==> config.mk <==
export PLATFORM = sky130hd
export DESIGN_NAME = keyboard_scanner
export DESIGN_NICKNAME = d
export VERILOG_FILES = /design/src/rtl/keyboard_scanner.sv
export SDC_FILE = /design/constraint.sdc
export NUM_CORES = 1
export LEC_CHECK = 0
export ABC_AREA = 1
export ABC_CLOCK_PERIOD_IN_PS = 2300
export BUFFER_PORTS_ARGS = -buffer_cell sky130_fd_sc_hd__buf_2
export CORE_MARGIN = 3
export CORE_UTILIZATION = 50
export DETAILED_ROUTE_END_ITERATION = 10
export PLACE_DENSITY = 0.7
export SETUP_SLACK_MARGIN = 0.15
export SYNTH_ARGS = -nofsm -noshare
export SYNTH_HDL_FRONTEND = slang
export SYNTH_SLANG_ARGS = --single-unit
==> constraint.sdc <==
create_clock -name clock -period 2.3 [get_ports clock]
set_input_delay 0.345 -clock clock [delete_from_list [all_inputs] [get_ports clock]]
set_output_delay 0.345 -clock clock [all_outputs]
set_load 0.02 [all_outputs]
==> src/rtl/keyboard_scanner.sv <==
// keyboard_scanner
//
// Scanner for a 4x4 matrix keypad on the memory-mapped I/O bus. It synchronises
// and debounces the row lines, walks the columns to find a pressed key, and
// latches one 4-bit key code per press for software to read.
//
// Ports:
//   clock          system clock
//   reset          asynchronous, active-high reset
//   read_enable    I/O read strobe for this block
//   address[2:0]   register select: 000 key, 010 status, 100 raw
//   read_data_out  combinational read data (0 when not selected or unmapped)
//   row[3:0]       keypad rows, pulled up, active-low, asynchronous to clock
//   col[3:0]       column drive, active-low
//   irq            key-available interrupt (only with KEYBOARD_IRQ_EN defined)
//
// Optional feature: define KEYBOARD_IRQ_EN to add the irq output. Without it
// software polls status bit 0.
//
// Register map:
//   000  {12'b0, key_code}              read clears valid and overrun
//   010  {13'b0, busy, overrun, valid}  no side effects
//   100  {8'b0, col, row_s}             no side effects
//
// Scan FSM (advances only on the scan tick):
//   state       | meaning
//   ------------+----------------------------------------------------------
//   ST_IDLE     | all columns driven low, waiting for any row to drop
//   ST_SCAN     | driving one column at a time to find the pressed key
//   ST_DEBOUNCE | column held, counting ticks where the latched row stays low
//   ST_HELD     | code captured, waiting for all rows to go high
//   ST_RELEASE  | counting clean high ticks before returning to idle

module keyboard_scanner #(
  parameter logic [15:0] SCAN_DIV     = 16'd5000,
  parameter logic [3:0]  DEBOUNCE_CNT = 4'd4
) (
  input  logic        clock,
  input  logic        reset,
  input  logic        read_enable,
  input  logic [2:0]  address,
  output logic [15:0] read_data_out,
  input  logic [3:0]  row,
  output logic [3:0]  col
`ifdef KEYBOARD_IRQ_EN
  ,
  output logic        irq
`endif
);

  typedef enum logic [2:0] {
    ST_IDLE     = 3'd0,
    ST_SCAN     = 3'd1,
    ST_DEBOUNCE = 3'd2,
    ST_HELD     = 3'd3,
    ST_RELEASE  = 3'd4
  } state_t;

  state_t      state;
  state_t      state_next;

  logic [3:0]  row_meta;
  logic [3:0]  row_s;
  logic [15:0] tick_cnt;
  logic        tick;

  logic [1:0]  col_idx;
  logic [1:0]  row_idx;
  logic [3:0]  deb_cnt;
  logic [1:0]  row_first;
  logic        row_any;
  logic        cnt_done;

  logic        col_clear;
  logic        col_inc;
  logic        row_latch;
  logic        cnt_clear;
  logic        cnt_inc;
  logic        capture;

  logic        busy;
  logic [3:0]  key_code;
  logic        valid;
  logic        overrun;
  logic        read_key;

  // ---------------------------------------------------------------------------
  // Row synchroniser. Idle rows are pulled up, so reset to all-ones.
  // ---------------------------------------------------------------------------
  always_ff @(posedge clock or posedge reset) begin
    if (reset) begin
      row_meta <= 4'hF;
      row_s    <= 4'hF;
    end else begin
      row_meta <= row;
      row_s    <= row_meta;
    end
  end

  // ---------------------------------------------------------------------------
  // Scan tick: down-counter, pulses at zero and reloads. Coming out of reset
  // the counter is zero, so the first cycle after reset is already a tick.
  // ---------------------------------------------------------------------------
  assign tick = (tick_cnt == 16'd0);

  always_ff @(posedge clock or posedge reset) begin
    if (reset) begin
      tick_cnt <= 16'd0;
    end else if (tick) begin
      tick_cnt <= SCAN_DIV - 16'd1;
    end else begin
      tick_cnt <= tick_cnt - 16'd1;
    end
  end

  // Lowest-index row currently pulled low.
  always_comb begin
    row_first = 2'd0;
    for (int i = 3; i >= 0; i--) begin
      if (!row_s[i]) begin
        row_first = 2'(i);
      end
    end
  end

  assign row_any  = (row_s != 4'hF);
  // Compared before incrementing, so DEBOUNCE_CNT agreeing ticks are needed.
  assign cnt_done = (deb_cnt == (DEBOUNCE_CNT - 4'd1));

  // ---------------------------------------------------------------------------
  // FSM: state register
  // ---------------------------------------------------------------------------
  always_ff @(posedge clock or posedge reset) begin
    if (reset) begin
      state <= ST_IDLE;
    end else begin
      state <= state_next;
    end
  end

  // ---------------------------------------------------------------------------
  // FSM: next state and datapath strobes
  // ---------------------------------------------------------------------------
  always_comb begin
    state_next = state;
    col_clear  = 1'b0;
    col_inc    = 1'b0;
    row_latch  = 1'b0;
    cnt_clear  = 1'b0;
    cnt_inc    = 1'b0;
    capture    = 1'b0;
    if (tick) begin
      case (state)
        ST_IDLE: begin
          if (row_any) begin
            col_clear  = 1'b1;
            state_next = ST_SCAN;
          end
        end
        ST_SCAN: begin
          if (row_any) begin
            row_latch  = 1'b1;
            cnt_clear  = 1'b1;
            state_next = ST_DEBOUNCE;
          end else if (col_idx == 2'd3) begin
            // Nothing found in any column: the idle wake-up was a glitch.
            state_next = ST_IDLE;
          end else begin
            col_inc = 1'b1;
          end
        end
        ST_DEBOUNCE: begin
          if (!row_s[row_idx]) begin
            if (cnt_done) begin
              capture    = 1'b1;
              state_next = ST_HELD;
            end else begin
              cnt_inc = 1'b1;
            end
          end else begin
            state_next = ST_IDLE;
          end
        end
        ST_HELD: begin
          if (!row_any) begin
            cnt_clear  = 1'b1;
            state_next = ST_RELEASE;
          end
        end
        ST_RELEASE: begin
          if (!row_any) begin
            if (cnt_done) begin
              state_next = ST_IDLE;
            end else begin
              cnt_inc = 1'b1;
            end
          end else begin
            state_next = ST_HELD;
          end
        end
        default: begin
          state_next = ST_IDLE;
        end
      endcase
    end
  end

  // ---------------------------------------------------------------------------
  // FSM: outputs. Outside idle the found column stays driven, so keys in other
  // columns cannot disturb the debounce or the release detection.
  // ---------------------------------------------------------------------------
  always_comb begin
    col  = ~(4'b0001 << col_idx);
    busy = 1'b1;
    if (state == ST_IDLE) begin
      col  = 4'b0000;
      busy = 1'b0;
    end
  end

  // ---------------------------------------------------------------------------
  // Scan datapath: column index, latched row, debounce counter
  // ---------------------------------------------------------------------------
  always_ff @(posedge clock or posedge reset) begin
    if (reset) begin
      col_idx <= 2'd0;
      row_idx <= 2'd0;
      deb_cnt <= 4'd0;
    end else begin
      if (col_clear) begin
        col_idx <= 2'd0;
      end else if (col_inc) begin
        col_idx <= col_idx + 2'd1;
      end
      if (row_latch) begin
        row_idx <= row_first;
      end
      if (cnt_clear) begin
        deb_cnt <= 4'd0;
      end else if (cnt_inc) begin
        deb_cnt <= deb_cnt + 4'd1;
      end
    end
  end

  // ---------------------------------------------------------------------------
  // Key register. A capture that coincides with a key read wins: the new code
  // stays valid and overrun keeps its old value.
  // ---------------------------------------------------------------------------
  assign read_key = read_enable && (address == 3'b000);

  always_ff @(posedge clock or posedge reset) begin
    if (reset) begin
      key_code <= 4'd0;
      valid    <= 1'b0;
      overrun  <= 1'b0;
    end else if (capture) begin
      key_code <= {row_idx, col_idx};
      valid    <= 1'b1;
      if (!read_key) begin
        overrun <= overrun | valid;
      end
    end else if (read_key) begin
      valid   <= 1'b0;
      overrun <= 1'b0;
    end
  end

`ifdef KEYBOARD_IRQ_EN
  // Follows valid one cycle late, but drops on the edge that ends a key read.
  always_ff @(posedge clock or posedge reset) begin
    if (reset) begin
      irq <= 1'b0;
    end else if (read_key && !capture) begin
      irq <= 1'b0;
    end else begin
      irq <= valid;
    end
  end
`endif

  // ---------------------------------------------------------------------------
  // Read mux
  // ---------------------------------------------------------------------------
  always_comb begin
    read_data_out = 16'h0000;
    if (read_enable) begin
      case (address)
        3'b000:  read_data_out = {12'h000, key_code};
        3'b010:  read_data_out = {13'h0000, busy, overrun, valid};
        3'b100:  read_data_out = {8'h00, col, row_s};
        default: read_data_out = 16'h0000;
      endcase
    end
  end

endmodule

==> results of run 1 <==
## kinds of logic after synthesis
| family | share of synthesized area |
|---|---|
| compound gates | 0.0692 |
| buf+inv | 0.0916 |
| flops | 0.431 |
| other cells | 0.00156 |
| simple gates | 0.339 |
| fa+ha+maj | 0.0416 |
| xor+xnor | 0.0255 |
## cell type report
type / count / area (sq um)
Clock inverter: 3 / 46.3
Sequential cell: 41 / 1040
Tap cell: 52 / 65.1
Timing Repair Buffer: 25 / 135
Multi-Input combinational cell: 231 / 1170
Inverter: 37 / 139
Clock buffer: 5 / 68.8
Fill cell: 422 / 1840
## worst register-to-register path, cell delays in order (launching register included)
cell,delay [ns]
dfrtp_1,0.39
inv_1,0.09
ha_1,0.19
nand3_1,0.08
nor2_1,0.13
nand2_1,0.10
nor2_2,0.10
nand3_2,0.08
ha_1,0.36
a21oi_1,0.24
a21oi_4,0.04
## power by group through the flow
stage	Clock, uW	Sequential (uW)	Combinational [uW]
finish	593	747	74.1
global route	641	748	84.5
CTS	611	747	75.3
detailed placement	0	760	75.3
global placement	0	761	73.5
floorplan	0	757	64.2
## layout by cell type (no fill, tap or decap), drive strengths merged, types with 2 or more instances in the layout
cell type | Yosys | final
nor2 | 50 | 50
xor2 | 2 | 2
nor3 | 9 | 9
a21oi | 8 | 8
nand3b | 2 | 2
ha | 8 | 8
xnor2 | 5 | 5
nand2 | 83 | 83
clkbuf | 0 | 5
dfstp | 8 | 8
nand3 | 33 | 33
dfrtp | 33 | 33
conb | 1 | 8
inv | 37 | 37
nand4 | 3 | 3
o21ai | 16 | 16
buf | 11 | 25
## per-stage QoR
stage	instances	setup WS, ns	util
final	394	0.390	0.591
after global routing	394	0.230	0.591
after CTS	394	0.383	0.591
after detailed placement	386	0.393	0.566
after global placement	386	0.440	0.566
after floorplan	320	0.386	-
## registers in the layout, indices dropped and copies added (netlist names)
| signal | count |
|---|---|
| row_s | 4 |
| row_meta | 4 |
| row_idx | 2 |
| state | 3 |
| col_idx | 2 |
| key_code | 4 |
| deb_cnt | 4 |
| overrun | 1 |
| valid | 1 |
| tick_cnt | 16 |
## final timing paths
check / from / end / slack [ns] / depth (start not counted)
setup / recovery: tick_cnt[0] / overrun / 0.39 / 10
hold / removal: row[1] / row_meta[1] / 0.13 / 1
setup reg to reg: tick_cnt[0] / overrun / 0.39 / 10
hold reg to reg: row_meta[1] / row_s[1] / 0.36 / 0
max in group asynchronous: reset / row_s[2] / 1.79 / 3
min in group asynchronous: reset / tick_cnt[4] / 0.14 / 3
## routing by layer
metal  routed length (microns)  part of all wire
met3                       189             0.039
met2                      2280              0.47
met1                      2290              0.47
met5                         0                 0
met4                        80             0.017
==> summary.md, run 1 <==
| Metric | Value |
|---|---|
| Status | `finished clean` |
| Top cells by area, synth | `dfrtp_1 (34%), nand2_1 (12%), dfstp_2 (8.7%), nand3_1 (6.7%), nor2_1 (6.6%)` |
| Clock sinks | `41` |
| Gp weighted congestion | `0.796` |
| CP Data Arrival Time | `2.10 ns` |
| Worst slew margin | `0.666` |
| Fin area | `2660 sq um` |
| Yosys top cell area share | `0.344` |
| Post-Syn Area | `2400 sq um` |
| RSZ-0062 raised after global routing | `false` |
| Max Fclk | `524 MHz` |
| DRC violations left | `0` |
| Synth Instances | `313` |
| Post-synth ARST share | `1.00` |
| Antenna violations before repair | `0` |
| Vert. Die Dim | `75.3 microns` |
| Post-Route WL | `4830 microns` |
| Die width | `75.3 microns` |
| CP delay by family, top | `adder cells` |
| Met1 Usage GRT | `0.238` |
| Num CTS Buffers | `5` |
| Core ar. | `4500 sq um` |
| Switching Power | `330 uW` |
| Clk Latency, worst-skew pair | `0.30 ns` |
| Post-CTS Setup Bufs | `0` |
| Iteration count of the initial detailed-routing pass | `4` |
| CP dominant cell by count | `ha_1` |
| Busiest layer in global routing | `met2` |
| WS Path Type | `register to register` |
| Int Pwr | `1080 uW` |
| Leading area contributor after synthesis | `dfrtp_1` |
| Most frequent cell after synthesis | `nand2_1` |
| Tcrit/Tclk final | `0.830` |
| Worst EP required | `2.49 ns` |
| Worst Setup End Kind | `register` |
| Ranking of synthesized cells by instance count | `nand2_1 (79), nor2_1 (42), dfrtp_1 (33), nand3_1 (32), inv_1 (28)` |
| Clock transition at the registers of the reported paths | `0.09 ns` |
| Routed len/inst | `12.3 microns` |
| Crit path cell chain | `inv_1 -> ha_1 -> nand3_1 -> nor2_1 -> nand2_1 -> nor2_2 -> nand3_2 -> ha_1 -> a21oi_1 -> a21oi_4` |
| IO buf count | `21` |
| Number of enable flip-flop cells after synthesis | `0` |
| Syn Area/Cell | `7.68 sq um` |
| Register share of total power | `0.528` |
| Clock Tree Root | `clkbuf_8` |
| Startpoint types | `register` |
| Post-route minimum period | `1.91 ns` |
| Worst VDD drop | `0.304 mV` |
| DRT antenna net count | `0` |
| Layout cells sized above 1 | `0.205` |
| Pwr Total | `1410 uW` |
| Largest net degree at the start of global routing | `42` |
| Clock Skew | `0.0108 ns` |
| Post-CTS Resized | `0` |
| Measured slew at the worst slew-check pin | `0.501 ns` |
| CP peak stage delay | `0.39 ns` |
| Final setup viols | `0` |
| GRT overflow | `0` |
| First-pass GRT wire length | `8100 microns` |
| Clock buffer depth | `2` |
| Final Hold Viols | `0` |
| Worst-path fanout max | `3` |
| DRT iter0 DRCs | `60` |
| Synth Flop Type | `dfrtp_1` |
| Via count | `1991` |
| Num rows | `24` |
| Met3 usage | `0.0422` |
| Type of the tightest min-delay check | `input pin to register` |
| PwrDens | `531 nW/um^2` |
| Yosys cell types | `31` |
| # H-tree levels | `2` |
| Critical path buffers and inverters | `1` |
| Clk pwr share | `0.420` |
| Vias per cell | `5.05` |
| CP max stage cell | `dfrtp_1` |
| Logic pwr share | `0.052` |
| Final #Nets | `359` |
| FF+latch count, synth | `41` |
| Fin. max-slew vios | `0` |
| CTS tree | `done` |
| Net Sw Frac | `0.233` |
| Synth warn | `0` |
| Total Routing Usage GR | `0.190` |
| Lkg Pwr | `0.00131 uW` |
| Area Growth Syn to Fin | `10.8%` |
| Final HPWL DP | `3670 microns` |
| Setup TNS | `0 ns` |
| Vias in the first global route | `1852` |
| Hold slack | `0.127 ns` |
| Hold-fix buffers, CTS | `0` |
| Ant. Diodes | `0` |
| Die area | `5680 sq um` |
| Placed instance area | `2550 sq um` |
| Max-Cap Viols | `0` |
| Initial core utilization | `0.534` |
| Seq/Total Area, Yosys | `0.431` |
| Met2 usage | `0.314` |
| I/O pin count | `30` |
Power figures use the tool's default switching activity.
==> inputs of run 2 (changes only) <==
--- a/config.mk
+++ b/config.mk
@@ -6,12 +6,12 @@
 export NUM_CORES = 1
 export LEC_CHECK = 0
 export ABC_AREA = 1
-export ABC_CLOCK_PERIOD_IN_PS = 2300
+export ABC_CLOCK_PERIOD_IN_PS = 1600
 export BUFFER_PORTS_ARGS = -buffer_cell sky130_fd_sc_hd__buf_2
 export CORE_MARGIN = 3
 export CORE_UTILIZATION = 50
 export DETAILED_ROUTE_END_ITERATION = 10
-export PLACE_DENSITY = 0.7
+export PLACE_DENSITY = 0.73
 export SETUP_SLACK_MARGIN = 0.15
 export SYNTH_ARGS = -nofsm -noshare
 export SYNTH_HDL_FRONTEND = slang
==> constraint.sdc (replaced) <==
create_clock -name clock -period 1.6 [get_ports clock]
set_input_delay 0.24 -clock clock [delete_from_list [all_inputs] [get_ports clock]]
set_output_delay 0.24 -clock clock [all_outputs]
set_load 0.02 [all_outputs]
==> summary.md, run 2 (synthesis gave the netlist of run 1 again) <==
| Metric | Value |
|---|---|
| Status | `complete, but fails checks` |
| Failing checks | `negative setup slack` |
| Clock Skew | `0.00599 ns` |
| Final setup viols | `19` |
| Final HPWL DP | `3820 microns` |
| DRT antenna net count | `0` |
| DP Worst Slack | `-0.0933 ns` |
| Post-route minimum period | `1.72 ns` |
| CP dominant cell by count | `nor2_1` |
| Antenna violations before repair | `0` |
| Worst Setup End Kind | `output port` |
| Worst setup slack after layout | `-0.121 ns` |
| CTS tree | `done` |
| Largest net degree at the start of global routing | `42` |
| Startpoint types | `register` |
| Final #Nets | `412` |
| Fillcell total | `282` |
| Clock transition at the registers of the reported paths | `0.08 ns` |
| # H-tree levels | `2` |
| Fin area | `3480 sq um` |
| Reg with most FFs | `tick_cnt` |
| Type of the tightest min-delay check | `input pin to register` |
| Commonest non-fill, non-tap cell in the layout | `nand2_1` |
| Setup TNS | `-1.41 ns` |
| CP peak stage delay | `0.43 ns` |
| GRT overflow | `0` |
| CP Data Arrival Time | `1.48 ns` |
| Fin. max-slew vios | `0` |
| Core ar. | `4500 sq um` |
| Routed len/inst | `15.2 microns` |
| Initial core utilization | `0.534` |
| Area Growth Syn to Fin | `44.9%` |
| Layout cells sized above 1 | `0.484` |
| Iteration count of the initial detailed-routing pass | `4` |
| Vias per cell | `5.36` |
| Die width | `75.3 microns` |
| DRC violations left | `0` |
| WS Path Type | `register to output port` |
| Via count | `2395` |
| CP delay by family, top | `flip-flops` |
| Die area | `5680 sq um` |
| Num rows | `24` |
| Worst-path fanout max | `2` |
| Hold slack | `0.0317 ns` |
| Number of flip-flops under the largest register name | `16` |
| Clock buffer depth | `2` |
| RSZ-0062 raised after global routing | `true` |
| IO buf count | `21` |
| CP max stage cell | `dfrtp_1` |
| Ant. Diodes | `0` |
| Post-Route WL | `6810 microns` |
| Measured slew at the worst slew-check pin | `0.523 ns` |
| Lkg Pwr | `0.00165 uW` |
| Worst slew margin | `0.651` |
| Critical path buffers and inverters | `2` |
| Vert. Die Dim | `75.3 microns` |
| Placed instance area | `2790 sq um` |
| DRT iter0 DRCs | `129` |
| Total Routing Usage GR | `0.212` |
| First-pass GRT wire length | `9180 microns` |
| I/O pin count | `30` |
| Worst VDD drop | `0.606 mV` |
| Crit path cell chain | `inv_2 -> nand2_2 -> nor2_4 -> nor2_1 -> a221oi_1 -> nor2_1 -> buf_4` |
| Clk Latency, worst-skew pair | `0.30 ns` |
| PwrDens | `607 nW/um^2` |
| Num CTS Buffers | `5` |
| Final Hold Viols | `0` |
| Tcrit/Tclk final | `1.08` |
| Worst EP required | `1.36 ns` |
| Max-Cap Viols | `0` |
| Clock Tree Root | `clkbuf_8` |
| Vias in the first global route | `2138` |
| Most frequent cells in the layout | `nand2_1 (62), buf_4 (49), dfrtp_1 (32), nor2_1 (27), nand3_1 (22)` |
| Max Fclk | `581 MHz` |
| Clock sinks | `41` |
| Gp weighted congestion | `0.868` |
==> run 2: cell types whose count changed in the layout (fill, tap and decap cells not counted), moves of 10 or more <==
cell,before,now
nand2_1,79,62
buf_4,4,49
nor2_4,4,15
buf_6,0,15
nor2_1,42,27
nand3_1,32,22
nand2_2,4,19
==> run 2: cell type report <==
class / count / area (sq um) / area share
inverter: 37 / 144 / 0.0413
clock buffer: 6 / 82.6 / 0.0237
multi-input combinational: 231 / 1500 / 0.430
clock inverter: 2 / 37.5 / 0.0108
tap: 52 / 65.1 / 0.0187
timing repair buffer: 78 / 617 / 0.177
sequential: 41 / 1040 / 0.298
==> run 2: per-stage QoR <==
step                      cells   util  total power [uW]
after floorplan             320      -              1190
after global placement      413  0.619              1210
after detailed placement    413  0.619              1210
after CTS                   434  0.704              2100
after global routing        447  0.773              2180
final                       447  0.773              2110
==> run 2: final timing paths <==
path | startpoint | slack (ns) | cells past startpoint | to
setup reg to reg | state[0] | -0.11 | 7 | overrun
hold / removal | row[1] | 0.03 | 1 | row_meta[1]
min in group asynchronous | reset | 0.07 | 3 | row_idx[0]
setup / recovery | state[0] | -0.12 | 7 | read_data_out[2]
hold reg to reg | row_meta[3] | 0.36 | 0 | row_s[3]
max in group asynchronous | reset | 1.14 | 3 | col_idx[0]
==> run 2: power by group <==
group	switching [uW]	internal, uW	total (uW)	leakage [uW]
clock	388	507	896	0.0000574
sequential	17.0	1060	1080	0.000496
combinational	89.0	49.3	138	0.00110
total	494	1620	2110	0.00165
==> run 2: repair_timing <==
| item | 4_1_cts | 5_1_grt |
|---|---|---|
| cloned | 0 | 0 |
| pin swaps | 19 | 21 |
| hold buffers | 0 | 0 |
| buffers inserted | 13 | 13 |
| endpoints found under the setup margin | 36 | 41 |
| resized for setup | 49 | 58 |
==> run 2: metal layers <==
layer	track usage	share of wire	vias up
met3	0.0541	0.056	24
met5	0	0	-
met4	0.0718	0.031	0
met2	0.373	0.52	98
met1	0.251	0.39	1134
li1	-	-	1139
==> inputs of run 3 (changes only) <==
--- a/config.mk
+++ b/config.mk
@@ -13,6 +13,7 @@
 export DETAILED_ROUTE_END_ITERATION = 10
 export PLACE_DENSITY = 0.73
 export SETUP_SLACK_MARGIN = 0.15
+export SKIP_LAST_GASP = 1
 export SYNTH_ARGS = -nofsm -noshare
 export SYNTH_HDL_FRONTEND = slang
 export SYNTH_SLANG_ARGS = --single-unit
==> summary.md, run 3 (synthesis gave the netlist of run 1 again) <==
| Metric | Value |
|---|---|
| Status | `complete, but fails checks` |
| Failing checks | `negative setup slack` |
| Core ar. | `4500 sq um` |
| Measured slew at the worst slew-check pin | `0.527 ns` |
| Fin area | `3550 sq um` |
| PwrDens | `594 nW/um^2` |
| Final Hold Viols | `0` |
| Worst hold start | `row[3]` |
| Final setup viols | `22` |
| Clk Latency, worst-skew pair | `0.31 ns` |
| I/O pin count | `30` |
| Vias in the first global route | `2138` |
| Final #Nets | `418` |
| Commonest non-fill, non-tap cell in the layout | `nand2_1` |
| Vert. Die Dim | `75.3 microns` |
| GRT overflow | `0` |
| Util after Layout | `0.788` |
| Final HPWL DP | `3820 microns` |
| Clock buffer depth | `2` |
| Type of the tightest min-delay check | `input pin to register` |
| DRT iter0 DRCs | `127` |
| DRT antenna net count | `0` |
| Clock Skew | `0.00441 ns` |
| Most frequent cells in the layout | `nand2_1 (63), buf_4 (53), dfrtp_1 (32), nor2_1 (27), nand3_1 (23)` |
| Largest net degree at the start of global routing | `42` |
| Clock transition at the registers of the reported paths | `0.08 ns` |
| Tcrit/Tclk final | `1.06` |
| Hold-fix buffers, CTS | `0` |
| CP Data Arrival Time | `1.90 ns` |
| Reg-to-Reg Start | `tick_cnt[0]` |
| Worst Setup End Kind | `register` |
| Startpoint types | `register` |
| Lkg Pwr | `0.00168 uW` |
| Worst slew margin | `0.649` |
| RSZ-0062 raised after global routing | `true` |
| R2r setup slk | `-0.1 ns` |
| # H-tree levels | `2` |
| Die area | `5680 sq um` |
| DP Worst Slack | `-0.0933 ns` |
| Post-Route WL | `6990 microns` |
| CP max stage cell | `dfrtp_1` |
| Gp weighted congestion | `0.868` |
| Clock sinks | `41` |
| Num rows | `24` |
| Number of flip-flops under the largest register name | `16` |
| Reg with most FFs | `tick_cnt` |
| Via count | `2399` |
| Worst-path fanout max | `3` |
| Worst Setup SP | `tick_cnt[0]` |
| Num CTS Buffers | `5` |
| Routed len/inst | `15.4 microns` |
| Initial core utilization | `0.534` |
| WS Path Type | `register to register` |
| Max-Cap Viols | `0` |
| Fin. max-slew vios | `0` |
| Worst R2R End | `overrun` |
| Worst EP required | `1.80 ns` |
| CTS tree | `done` |
| Antenna violations before repair | `0` |
| Iteration count of the initial detailed-routing pass | `4` |
| Total Routing Usage GR | `0.212` |
| Crit path capture | `overrun` |
| Hold depth | `1` |
| R2R depth | `10` |
| Placed instance area | `2790 sq um` |
| Ant. Diodes | `0` |
| CP peak stage delay | `0.41 ns` |
| Area Growth Syn to Fin | `47.7%` |
| Die width | `75.3 microns` |
| Vias per cell | `5.30` |
| Crit path cell chain | `inv_2 -> ha_4 -> nand3_4 -> nor2_4 -> nand2_2 -> nor2_2 -> nand3_2 -> ha_4 -> a21oi_4 -> a21oi_4` |
| Worst VDD drop | `0.609 mV` |
| Layout cells sized above 1 | `0.479` |
| First-pass GRT wire length | `9180 microns` |
| Worst setup slack after layout | `-0.0968 ns` |
| DRC violations left | `0` |
| Post-route minimum period | `1.70 ns` |
| Fillcell total | `272` |
| Max Fclk | `589 MHz` |
| IO buf count | `21` |
| Clock Tree Root | `clkbuf_8` |
## run 3: critical path, delay by kind of cell, from the launching register on
kind | cells | cell delay, ns
fa+ha+maj | 2 | 0.44
flops | 1 | 0.41
buf+inv | 1 | 0.10
compound gates | 2 | 0.19
simple gates | 5 | 0.47
## run 3: report_power, final
part | internal [uW] | total (uW) | switching (uW)
clock network | 507 | 888 | 381
registers | 1060 | 1080 | 18.6
logic | 49.4 | 139 | 89.8
total | 1620 | 2110 | 490
## run 3: how the worst min path moves through the flow
| stage | slack [ns] | end |
|---|---|---|
| 6_report | 0.03 | row_meta[3] |
| 5_1_grt | 0.01 | row_meta[0] |
| 4_1_cts | 0.03 | row_meta[3] |
| 3_5_place_dp | 0.35 | row_meta[3] |
| 3_3_place_gp | 0.35 | row_meta[0] |
| 2_1_floorplan | 0.24 | row_meta[0] |
## run 3: repair_timing
item | CTS | global route
resized for setup | 47 | 61
hold endpoints to repair | 0 | 0
endpoints found under the setup margin | 36 | 41
buffers inserted | 13 | 19
pin swaps | 19 | 26
gates cloned | 0 | 0
## run 3: cell type report
cell class                 count  area (sq um)  share of cell area
sequential                    41          1040               0.292
tap                           52          65.1              0.0183
clock buffer                   6          82.6              0.0233
inverter                      37           144              0.0405
timing repair buffer          84           669               0.189
clock inverter                 2          37.5              0.0106
multi-input combinational    231          1510               0.427
## run 3: metal layers
metal  GRT usage  routed length (microns)
met2       0.373                     3790
met3      0.0541                      290
met1       0.251                     2760
met4      0.0718                      146
met5           0                        0
## run 3: stage by stage
stage	hold slack [ns]	setup TNS (ns)	cells	power [uW]
floorplan	0.244	-0.161	320	1190
global placement	0.345	-0.0611	413	1210
detailed placement	0.346	-0.0933	413	1210
CTS	0.0289	-0.193	434	2100
global route	0.0123	-3.44	453	2170
finish	0.0271	-1.18	453	2110
